--- config.mk ---
export PLATFORM = sky130hd
export DESIGN_NAME = pc16_unit
export DESIGN_NICKNAME = d
export VERILOG_FILES = /design/src/rtl/pc16_unit.sv
export SDC_FILE = /design/constraint.sdc
export NUM_CORES = 1
export LEC_CHECK = 0
export BUFFER_PORTS_ARGS = -buffer_cell sky130_fd_sc_hd__buf_2
export CAP_MARGIN = 10
export CORE_UTILIZATION = 44
export CTS_CLUSTER_DIAMETER = 80
export DETAILED_ROUTE_END_ITERATION = 8
export PLACE_DENSITY = 0.66
export SETUP_SLACK_MARGIN = 0.05
export SYNTH_ARGS = -nofsm -noshare
export SYNTH_HDL_FRONTEND = slang
export SYNTH_SLANG_ARGS = --single-unit
export TNS_END_PERCENT = 10
--- constraint.sdc ---
create_clock -name clk -period 2.87 [get_ports clk]
set_input_delay 0.1435 -clock clk [delete_from_list [all_inputs] [get_ports clk]]
set_output_delay 0.1435 -clock clk [all_outputs]
set_load 0.02 [all_outputs]
--- src/rtl/pc16_unit.sv ---
// pc16_unit: 16-bit program counter stage for the m6502 model.
// Supports increment, independent low/high byte loads from the data bus,
// and relative branches. A branch that crosses a page takes one extra
// cycle, in FIX state, to apply the carry or borrow to the high byte.
module pc16_unit #(
  parameter logic [15:0] RST_PC = 16'hFFFC
) (
  input  logic       clk,
  input  logic       rst,
  input  logic [7:0] din,
  input  logic       ldl,
  input  logic       ldh,
  input  logic       inc,
  input  logic       br,
  output logic [7:0] pcl,
  output logic [7:0] pch,
  output logic       busy,
  output logic       pgx
);

  typedef enum logic [0:0] {
    ST_IDLE = 1'b0,
    ST_FIX  = 1'b1
  } state_t;

  state_t      state_r;
  state_t      state_nx_s;
  logic [7:0]  pcl_r;
  logic [7:0]  pch_r;
  logic [7:0]  pcl_nx_s;
  logic [7:0]  pch_nx_s;
  logic        dir_r;
  logic        dir_nx_s;
  logic        busy_r;
  logic        pgx_r;
  logic [8:0]  sum9_s;
  logic [15:0] pc_inc_s;
  logic        cross_s;

  // Step a byte by one, up when dn is 0 and down when dn is 1 (mod 256).
  function automatic logic [7:0] byte_step(input logic [7:0] b, input logic dn);
    logic [7:0] r;
    if (dn) begin
      r = b - 8'd1;
    end else begin
      r = b + 8'd1;
    end
    return r;
  endfunction

  // Datapath arithmetic shared by the next-state logic.
  always_comb begin
    sum9_s   = {1'b0, pcl_r} + {1'b0, din};
    pc_inc_s = {pch_r, pcl_r} + 16'd1;
    // A carry out on a positive offset or no carry on a negative offset
    // means the target lies in the neighbouring page.
    cross_s  = (din[7] != sum9_s[8]);
  end

  // Next-state and next-PC selection; IDLE priority is loads, then branch, then inc.
  always_comb begin
    state_nx_s = state_r;
    pcl_nx_s   = pcl_r;
    pch_nx_s   = pch_r;
    dir_nx_s   = dir_r;
    case (state_r)
      ST_IDLE: begin
        if (ldl || ldh) begin
          if (ldl) begin
            pcl_nx_s = din;
          end else begin
            pcl_nx_s = pcl_r;
          end
          if (ldh) begin
            pch_nx_s = din;
          end else begin
            pch_nx_s = pch_r;
          end
        end else if (br) begin
          pcl_nx_s = sum9_s[7:0];
          if (cross_s) begin
            state_nx_s = ST_FIX;
            dir_nx_s   = din[7];
          end else begin
            state_nx_s = ST_IDLE;
          end
        end else if (inc) begin
          pch_nx_s = pc_inc_s[15:8];
          pcl_nx_s = pc_inc_s[7:0];
        end else begin
          state_nx_s = ST_IDLE;
        end
      end
      ST_FIX: begin
        // Commands are ignored here; only the high-byte fixup happens.
        pch_nx_s   = byte_step(pch_r, dir_r);
        state_nx_s = ST_IDLE;
      end
      default: begin
        state_nx_s = ST_IDLE;
      end
    endcase
  end

  // State, PC and flag registers; reset restores the vector-fetch address
  // and discards any pending fixup.
  always_ff @(posedge clk or posedge rst) begin
    if (rst) begin
      state_r <= ST_IDLE;
      pcl_r   <= RST_PC[7:0];
      pch_r   <= RST_PC[15:8];
      dir_r   <= 1'b0;
      busy_r  <= 1'b0;
      pgx_r   <= 1'b0;
    end else begin
      state_r <= state_nx_s;
      pcl_r   <= pcl_nx_s;
      pch_r   <= pch_nx_s;
      dir_r   <= dir_nx_s;
      // busy/pgx are flops that mirror "next state is FIX", so they are
      // high exactly while the state register holds FIX.
      busy_r  <= (state_nx_s == ST_FIX);
      pgx_r   <= (state_nx_s == ST_FIX);
    end
  end

  assign pcl  = pcl_r;
  assign pch  = pch_r;
  assign busy = busy_r;
  assign pgx  = pgx_r;

endmodule

==> impl_metrics.csv, run 1 <==
group,metric,value,unit
grt,grt_max_degree,23,
worst_setup_path,cp.depth,8,
die,start_util,46.5,%
sta,final_hold_viol_count,0,
worst_setup_path,cp_cell_sequence,"ha_1 -> inv_1 -> fa_1 -> nor2b_4 -> o21a_4 -> nor3b_1 -> or4b_1 -> a21oi_1",
placement,portBuffers,31,
die,die_w,70.5,um
worst_setup_path,r2r-start,"pcl[0]",
synth,ys_async_sr_fraction,100,%
synth,synth_nets,291,
synth,ys_seq_area_share,22.7,%
power_and_ir_drop,power_leakage,0.962,nW
cts,htreeDepth,1,
synth,syn-instance-count,260,
worst_setup_path,crit_slowest_cell,"or4b_1",
sta,period_share,78.2,%
power_and_ir_drop,p_clk_share,19.7,%
power_and_ir_drop,pwr_density_cell,504,nW/um^2
sta,finalMaxSlewViolations,0,
worst_setup_path,cp.required,3070,ps
sta,setup_viol,0,
final_layout,layout_commonest_cell,"buf_2",
die,core,4440,um^2
routing,firstDrtPassIters,6,
worst_setup_path,worst-path-buf-inv,1,
cts,holdBufCountCts,0,
die,rows,24,
status,status,"finished, violations left",
routing,wl,5.68,mm
power_and_ir_drop,seq_power_share,34.6,%
worst_setup_path,max_stage_delay,500,ps
sta,worstMarginPinSlew,772,ps
routing,postRouteAntennaNets,0,
cts,path_clk_slew,80,ps
power_and_ir_drop,total_power,0.00117,W
placement,place_hpwl,4.23,mm
worst_setup_path,critPathKind,"register to register",
synth,ys_types,60,
sta,layout_min_cycle_time,2240,ps
worst_setup_path,critical_path.max_fanout,8,
cts,clkLatencyLatePin,270,ps
worst_setup_path,reg2regPathDepth,8,
synth,syn_avg_cell_area,7.95,um^2
grt,grt_pass1_wl,9.53,mm
final_layout,final_util,52.1,%
worst_setup_path,cp-end-kind,"register",
cts,cts_setup_buffers,0,
power_and_ir_drop,comb_power_share,45.8,%
power_and_ir_drop,switching_power,0.000497,W
final_layout,num-nets-final,319,
grt,gr-usage-met1,32.9,%
min_path,min_path_type,"input pin to asynchronous set/reset pin",
die,die_y,70.5,um
worst_setup_path,r2r-end,"pcl[6]",
synth,synth_edf_count,0,
synth,syn_area,2070,um^2
grt,gr-total-overflow,0,
final_layout,final_area,2320,um^2
worst_setup_path,regToRegSetupSlack,630,ps
grt,grt_usage,24.4,%
grt,grt_use_met2,41.9,%
sta,relSlewSlack,48.5,%
final_layout,drive_gt1_share,20.9,%
cts,cts_buffer_depth,2,
grt,grt_pass1_vias,1937,
run,drv.max_cap_violation_count,0,
grt,antenna_found_initial,0,
sta,max_freq,446,MHz
final_layout,multi_input_area,1490,um^2
cts,post_cts_resized,0,
placement,gp_congestion,0.818,
routing,drcViolationCount,4,
cts,cts.sinks,18,
sta,clock_skew,4.25,ps
cts,clk_root_buffer_cell,"clkbuf_8",
cts,cts_tree,"done",
worst_setup_path,start_kind,"register",
grt,use_met3,1.59,%
power_and_ir_drop,cell_internal_pwr,0.000671,W
placement,placed_area,2260,um^2
worst_setup_path,cp.arrival,2440,ps
synth,yosys_warnings,0,
status,violations,"DRC",
routing,drt_iter0_drc,171,
synth,synth_ff_type,"dfstp_2",
final_layout,final_cell_mix,"buf_2, nor2_1, a21oi_1",
final_layout,area_growth,12.2,%
routing,vias_per_cell,6.22,
die,ios,32,
synth,ys_seq_elements,18,
sta,fin_setup_tns,0,ps
routing,wire_per_inst,16.8,um
power_and_ir_drop,ir_worst_vdd,0.244,mV
worst_setup_path,crit_family,"simple AND/OR/NAND/NOR gates",
grt,busiest_layer,"met2",
cts,numCtsBuffers,3,
power_and_ir_drop,p_sw_share,42.5,%
final_layout,regArea,468,um^2
routing,vias,2108,
sta,fin_hold_ws,6.92,ps
sta,rsz0062_at_grt,"false",
die,die-area,4970,um^2
final_layout,fillers,440,
final_layout,diodes,0,
-- power by group through the flow --
stage	registers, W	clock network (W)	logic, W
2_1_floorplan	0.000430	0	0.000362
3_3_place_gp	0.000405	0	0.000524
3_5_place_dp	0.000408	0	0.000530
4_1_cts	0.000403	0.000235	0.000533
5_1_grt	0.000415	0.000242	0.000597
6_report	0.000404	0.000230	0.000535
-- worst max path at each step --
stage            from      to  slack [ps]
6_report       pcl[0]  pcl[6]         630
5_1_grt        pcl[0]  pcl[6]         520
4_1_cts        pcl[0]  pcl[6]         630
3_5_place_dp   pcl[0]  pcl[6]         650
3_3_place_gp   pcl[0]  pcl[6]         720
2_1_floorplan  pcl[0]  pcl[6]         650
-- layout make-up --
| cell class | instances | share of cell area [%] |
|---|---|---|
| multi-input combinational | 217 | 64.4 |
| sequential | 18 | 20.2 |
| timing repair buffer | 36 | 8.32 |
| tap | 52 | 2.81 |
| clock buffer | 4 | 2.38 |
| inverter | 12 | 1.94 |
-- state kept, by name, summed over array words and instances (netlist names) --
name,flops
dir_r,1
pch,8
pcl,8
pgx,1
-- routing by layer --
| metal | vias to the layer above | share of wire [%] |
|---|---|---|
| met4 | 0 | 1.3 |
| met2 | 47 | 49 |
| met1 | 1003 | 47 |
| li1 | 1052 | - |
| met3 | 6 | 3.4 |
| met5 | - | 0 |
-- synthesized netlist by cell type, types with 2 or more instances --
| library cell | instances | share of area, % |
|---|---|---|
| a21o_1 | 2 | 0.73 |
| dfstp_2 | 14 | 18 |
| o41ai_1 | 2 | 0.85 |
| or3_1 | 4 | 1.2 |
| nand4_1 | 8 | 2.4 |
| ha_1 | 15 | 9.1 |
| nand3_1 | 12 | 2.9 |
| nand2_1 | 15 | 2.7 |
| nor2_1 | 19 | 3.5 |
| nor4_1 | 4 | 1.2 |
| clkbuf_1 | 10 | 1.8 |
| fa_1 | 2 | 1.9 |
| or2_2 | 2 | 0.61 |
| nand2b_1 | 3 | 0.91 |
| o21ai_0 | 17 | 4.1 |
| nor3_1 | 12 | 2.9 |
| o311ai_0 | 2 | 0.85 |
| a211oi_1 | 6 | 2.2 |
| o211ai_1 | 2 | 0.73 |
| a31oi_1 | 6 | 1.8 |
| and2_1 | 2 | 0.61 |
| nor2b_1 | 5 | 1.5 |
| a21oi_1 | 18 | 4.4 |
| a221o_1 | 2 | 0.97 |
| inv_1 | 12 | 2.2 |
| xor2_1 | 5 | 2.1 |
| dfrtp_1 | 4 | 4.8 |
| o21a_1 | 8 | 2.9 |
| and3_1 | 4 | 1.2 |
| o32ai_1 | 3 | 1.3 |
| xnor2_1 | 8 | 3.4 |
| nor4bb_1 | 2 | 0.97 |
| a211o_1 | 3 | 1.3 |
-- kinds of logic (layout without fill, tap and decap cells) --
logic type               after synthesis  count (layout)  share of synthesized area [%]
AO/OA/AOI/OAI                         87              87                           29.3
buffers and inverters                 25              52                           5.15
adder cells (fa/ha/maj)               17              17                           11.0
AND/OR/NAND/NOR                       99              99                           25.9
multiplexers                           1               1                          0.485
flip-flops                            18              18                           22.7
XOR/XNOR                              13              13                           5.51
-- stage by stage --
| stage | setup WS (ps) | instances |
|---|---|---|
| 2_1_floorplan | 650 | 260 |
| 3_3_place_gp | 715 | 335 |
| 3_5_place_dp | 648 | 335 |
| 4_1_cts | 631 | 339 |
| 5_1_grt | 516 | 339 |
| 6_report | 626 | 339 |
-- worst reg2reg max path, stage by stage (launching register included) --
cell	delay, ps
dfrtp_1	480
ha_1	220
inv_1	50
fa_1	430
nor2b_4	140
o21a_4	150
nor3b_1	50
or4b_1	500
a21oi_1	150
Note: power is estimated with default switching activity, not from simulation.
==> run 2, diff against run 1 <==
--- a/config.mk
+++ b/config.mk
@@ -10,7 +10,7 @@
 export CORE_UTILIZATION = 44
 export CTS_CLUSTER_DIAMETER = 80
 export DETAILED_ROUTE_END_ITERATION = 8
-export PLACE_DENSITY = 0.66
+export PLACE_DENSITY = 0.69
 export SETUP_SLACK_MARGIN = 0.05
 export SYNTH_ARGS = -nofsm -noshare
 export SYNTH_HDL_FRONTEND = slang
==> constraint.sdc (replaced) <==
create_clock -name clk -period 1.95 [get_ports clk]
set_input_delay 0.0975 -clock clk [delete_from_list [all_inputs] [get_ports clk]]
set_output_delay 0.0975 -clock clk [all_outputs]
set_load 0.02 [all_outputs]
==> impl_metrics.csv, run 2 (synthesized netlist as in run 1, its figures left out) <==
group,metric,value,unit
sta,worstMarginPinSlew,735,ps
sta,finalMaxSlewViolations,0,
status,violations,"DRC, setup timing",
status,status,"finished, violations left",
die,die_y,70.5,um
die,die-area,4970,um^2
power_and_ir_drop,switching_power,0.000759,W
worst_setup_path,critPathKind,"register to register",
cts,cts_tree,"done",
worst_setup_path,r2r-start,"pcl[0]",
sta,fin_hold_ws,147,ps
final_layout,drive_gt1_share,31.0,%
power_and_ir_drop,p_sw_share,40.7,%
cts,numCtsBuffers,3,
grt,grt_usage,24.9,%
grt,grt_use_met2,40.7,%
worst_setup_path,regToRegSetupSlack,-90,ps
power_and_ir_drop,pwr_density_cell,720,nW/um^2
cts,path_clk_slew,80,ps
worst_setup_path,critical_path.max_fanout,5,
grt,use_met3,1.73,%
final_layout,fillers,441,
grt,gr-usage-met1,36.3,%
sta,period_share,105,%
cts,cts_setup_buffers,0,
worst_setup_path,cp.required,2140,ps
die,die_w,70.5,um
sta,final_hold_viol_count,0,
worst_setup_path,r2r-end,"pcl[6]",
die,ios,32,
sta,setup_viol,1,
grt,grt_pass1_vias,2120,
cts,htreeDepth,1,
cts,clkLatencyLatePin,260,ps
routing,firstDrtPassIters,6,
power_and_ir_drop,p_clk_share,17.3,%
power_and_ir_drop,seq_power_share,27.8,%
final_layout,final_cell_mix,"buf_4, buf_2, a21oi_1, nor2_1, o21ai_0",
power_and_ir_drop,comb_power_share,54.9,%
routing,drcViolationCount,4,
power_and_ir_drop,cell_internal_pwr,0.00110,W
cts,cts.sinks,18,
grt,grt_pass1_wl,9.98,mm
placement,dp.cells,363,
routing,wire_per_inst,16.0,um
min_path,min_path_type,"input pin to register",
die,start_util,46.5,%
worst_setup_path,reg2regPathDepth,8,
sta,max_freq,490,MHz
sta,relSlewSlack,50.9,%
routing,vias_per_cell,6.05,
min_path,holdPathEnd,"dir_r",
placement,portBuffers,31,
worst_setup_path,start_kind,"register",
final_layout,num-nets-final,348,
worst_setup_path,cp.arrival,2230,ps
routing,vias,2228,
worst_setup_path,cp-startpoint,"pcl[0]",
power_and_ir_drop,total_power,0.00186,W
run,drv.max_cap_violation_count,0,
grt,busiest_layer,"met2",
sta,rsz0062_at_grt,"true",
die,core,4440,um^2
routing,postRouteAntennaNets,0,
final_layout,diodes,0,
placement,gp_congestion,0.867,
final_layout,final_util,58.2,%
cts,cts_buffer_depth,2,
min_path,min_path_cells,3,
grt,gr-total-overflow,0,
final_layout,final_area,2590,um^2
routing,drt_iter0_drc,179,
grt,antenna_found_initial,0,
min_path,min-delay-start,"din[7]",
sta,layout_setup_ws,-90.4,ps
worst_setup_path,cp-end-kind,"register",
routing,wl,5.88,mm
sta,layout_min_cycle_time,2040,ps
cts,clk_root_buffer_cell,"clkbuf_8",
power_and_ir_drop,ir_worst_vdd,0.316,mV
final_layout,area_growth,25.3,%
placement,placed_area,2500,um^2
power_and_ir_drop,power_leakage,1.10,nW
placement,place_hpwl,4.57,mm
final_layout,final_cells,368,
sta,clock_skew,4.79,ps
grt,grt_max_degree,19,
final_layout,layout_commonest_cell,"buf_4",
die,rows,24,
## run 2: cell types whose count changed in the layout (fill, tap and decap cells not counted), moves of 2 or more
cell     change
dfrtp_2      +2
ha_4         +2
dfrtp_1      -2
nor2_1       -2
ha_1         -2
nor2_2       +2
buf_4       +28
## run 2: power by group through the flow
stage	Sequential, W	Combinational [W]	Clock (W)
5_1_grt	0.000530	0.00113	0.000347
2_1_floorplan	0.000637	0.000541	0
3_5_place_dp	0.000524	0.000991	0
4_1_cts	0.000518	0.00101	0.000329
6_report	0.000517	0.00102	0.000323
3_3_place_gp	0.000521	0.000975	0
## run 2: routing by layer
metal	routed length [um]	vias up
met5	0	-
met4	53	0
met3	306	6
met2	2640	69
met1	2880	1042
li1	-	1111
## run 2: what timing repair did
item / 4_1_cts / 5_1_grt
hold endpoints to repair: 4 / 0
pin swaps: 1 / 3
hold buffers: 1 / 0
gates resized for setup: 2 / 4
setup endpoints to repair: 6 / 8
## run 2: critical path: stages, from the launching register on
cell and delay [ps]:
dfrtp_2 430, ha_4 170, inv_2 40, fa_2 220, nor2b_4 50, o21a_4 210, o2111a_1 220, or4b_1 500
a21oi_1 140
## run 2: layout make-up
cell class,instances,area [um^2],area share (%)
multi-input cells,217,1540,59.5
flip-flops and latches,18,470,18.2
repair buffers,65,413,15.9
well taps,52,65.1,2.51
clock buffers,4,55.1,2.13
inverters,12,45.0,1.74
## run 2: worst max path at each step
stage	slack, ps	endpoint
6_report	-90	pcl[6]
3_5_place_dp	-110	pcl[6]
4_1_cts	-100	pcl[6]
5_1_grt	-130	pcl[6]
3_3_place_gp	-50	pcl[6]
2_1_floorplan	-150	pcl[6]
## run 2: metrics by stage
stage / setup slack, ps / setup TNS [ps]
after CTS: -100 / -100
after global placement: -54.9 / -54.9
final: -90.4 / -90.4
after floorplan: -146 / -146
after global routing: -126 / -399
after detailed placement: -110 / -136
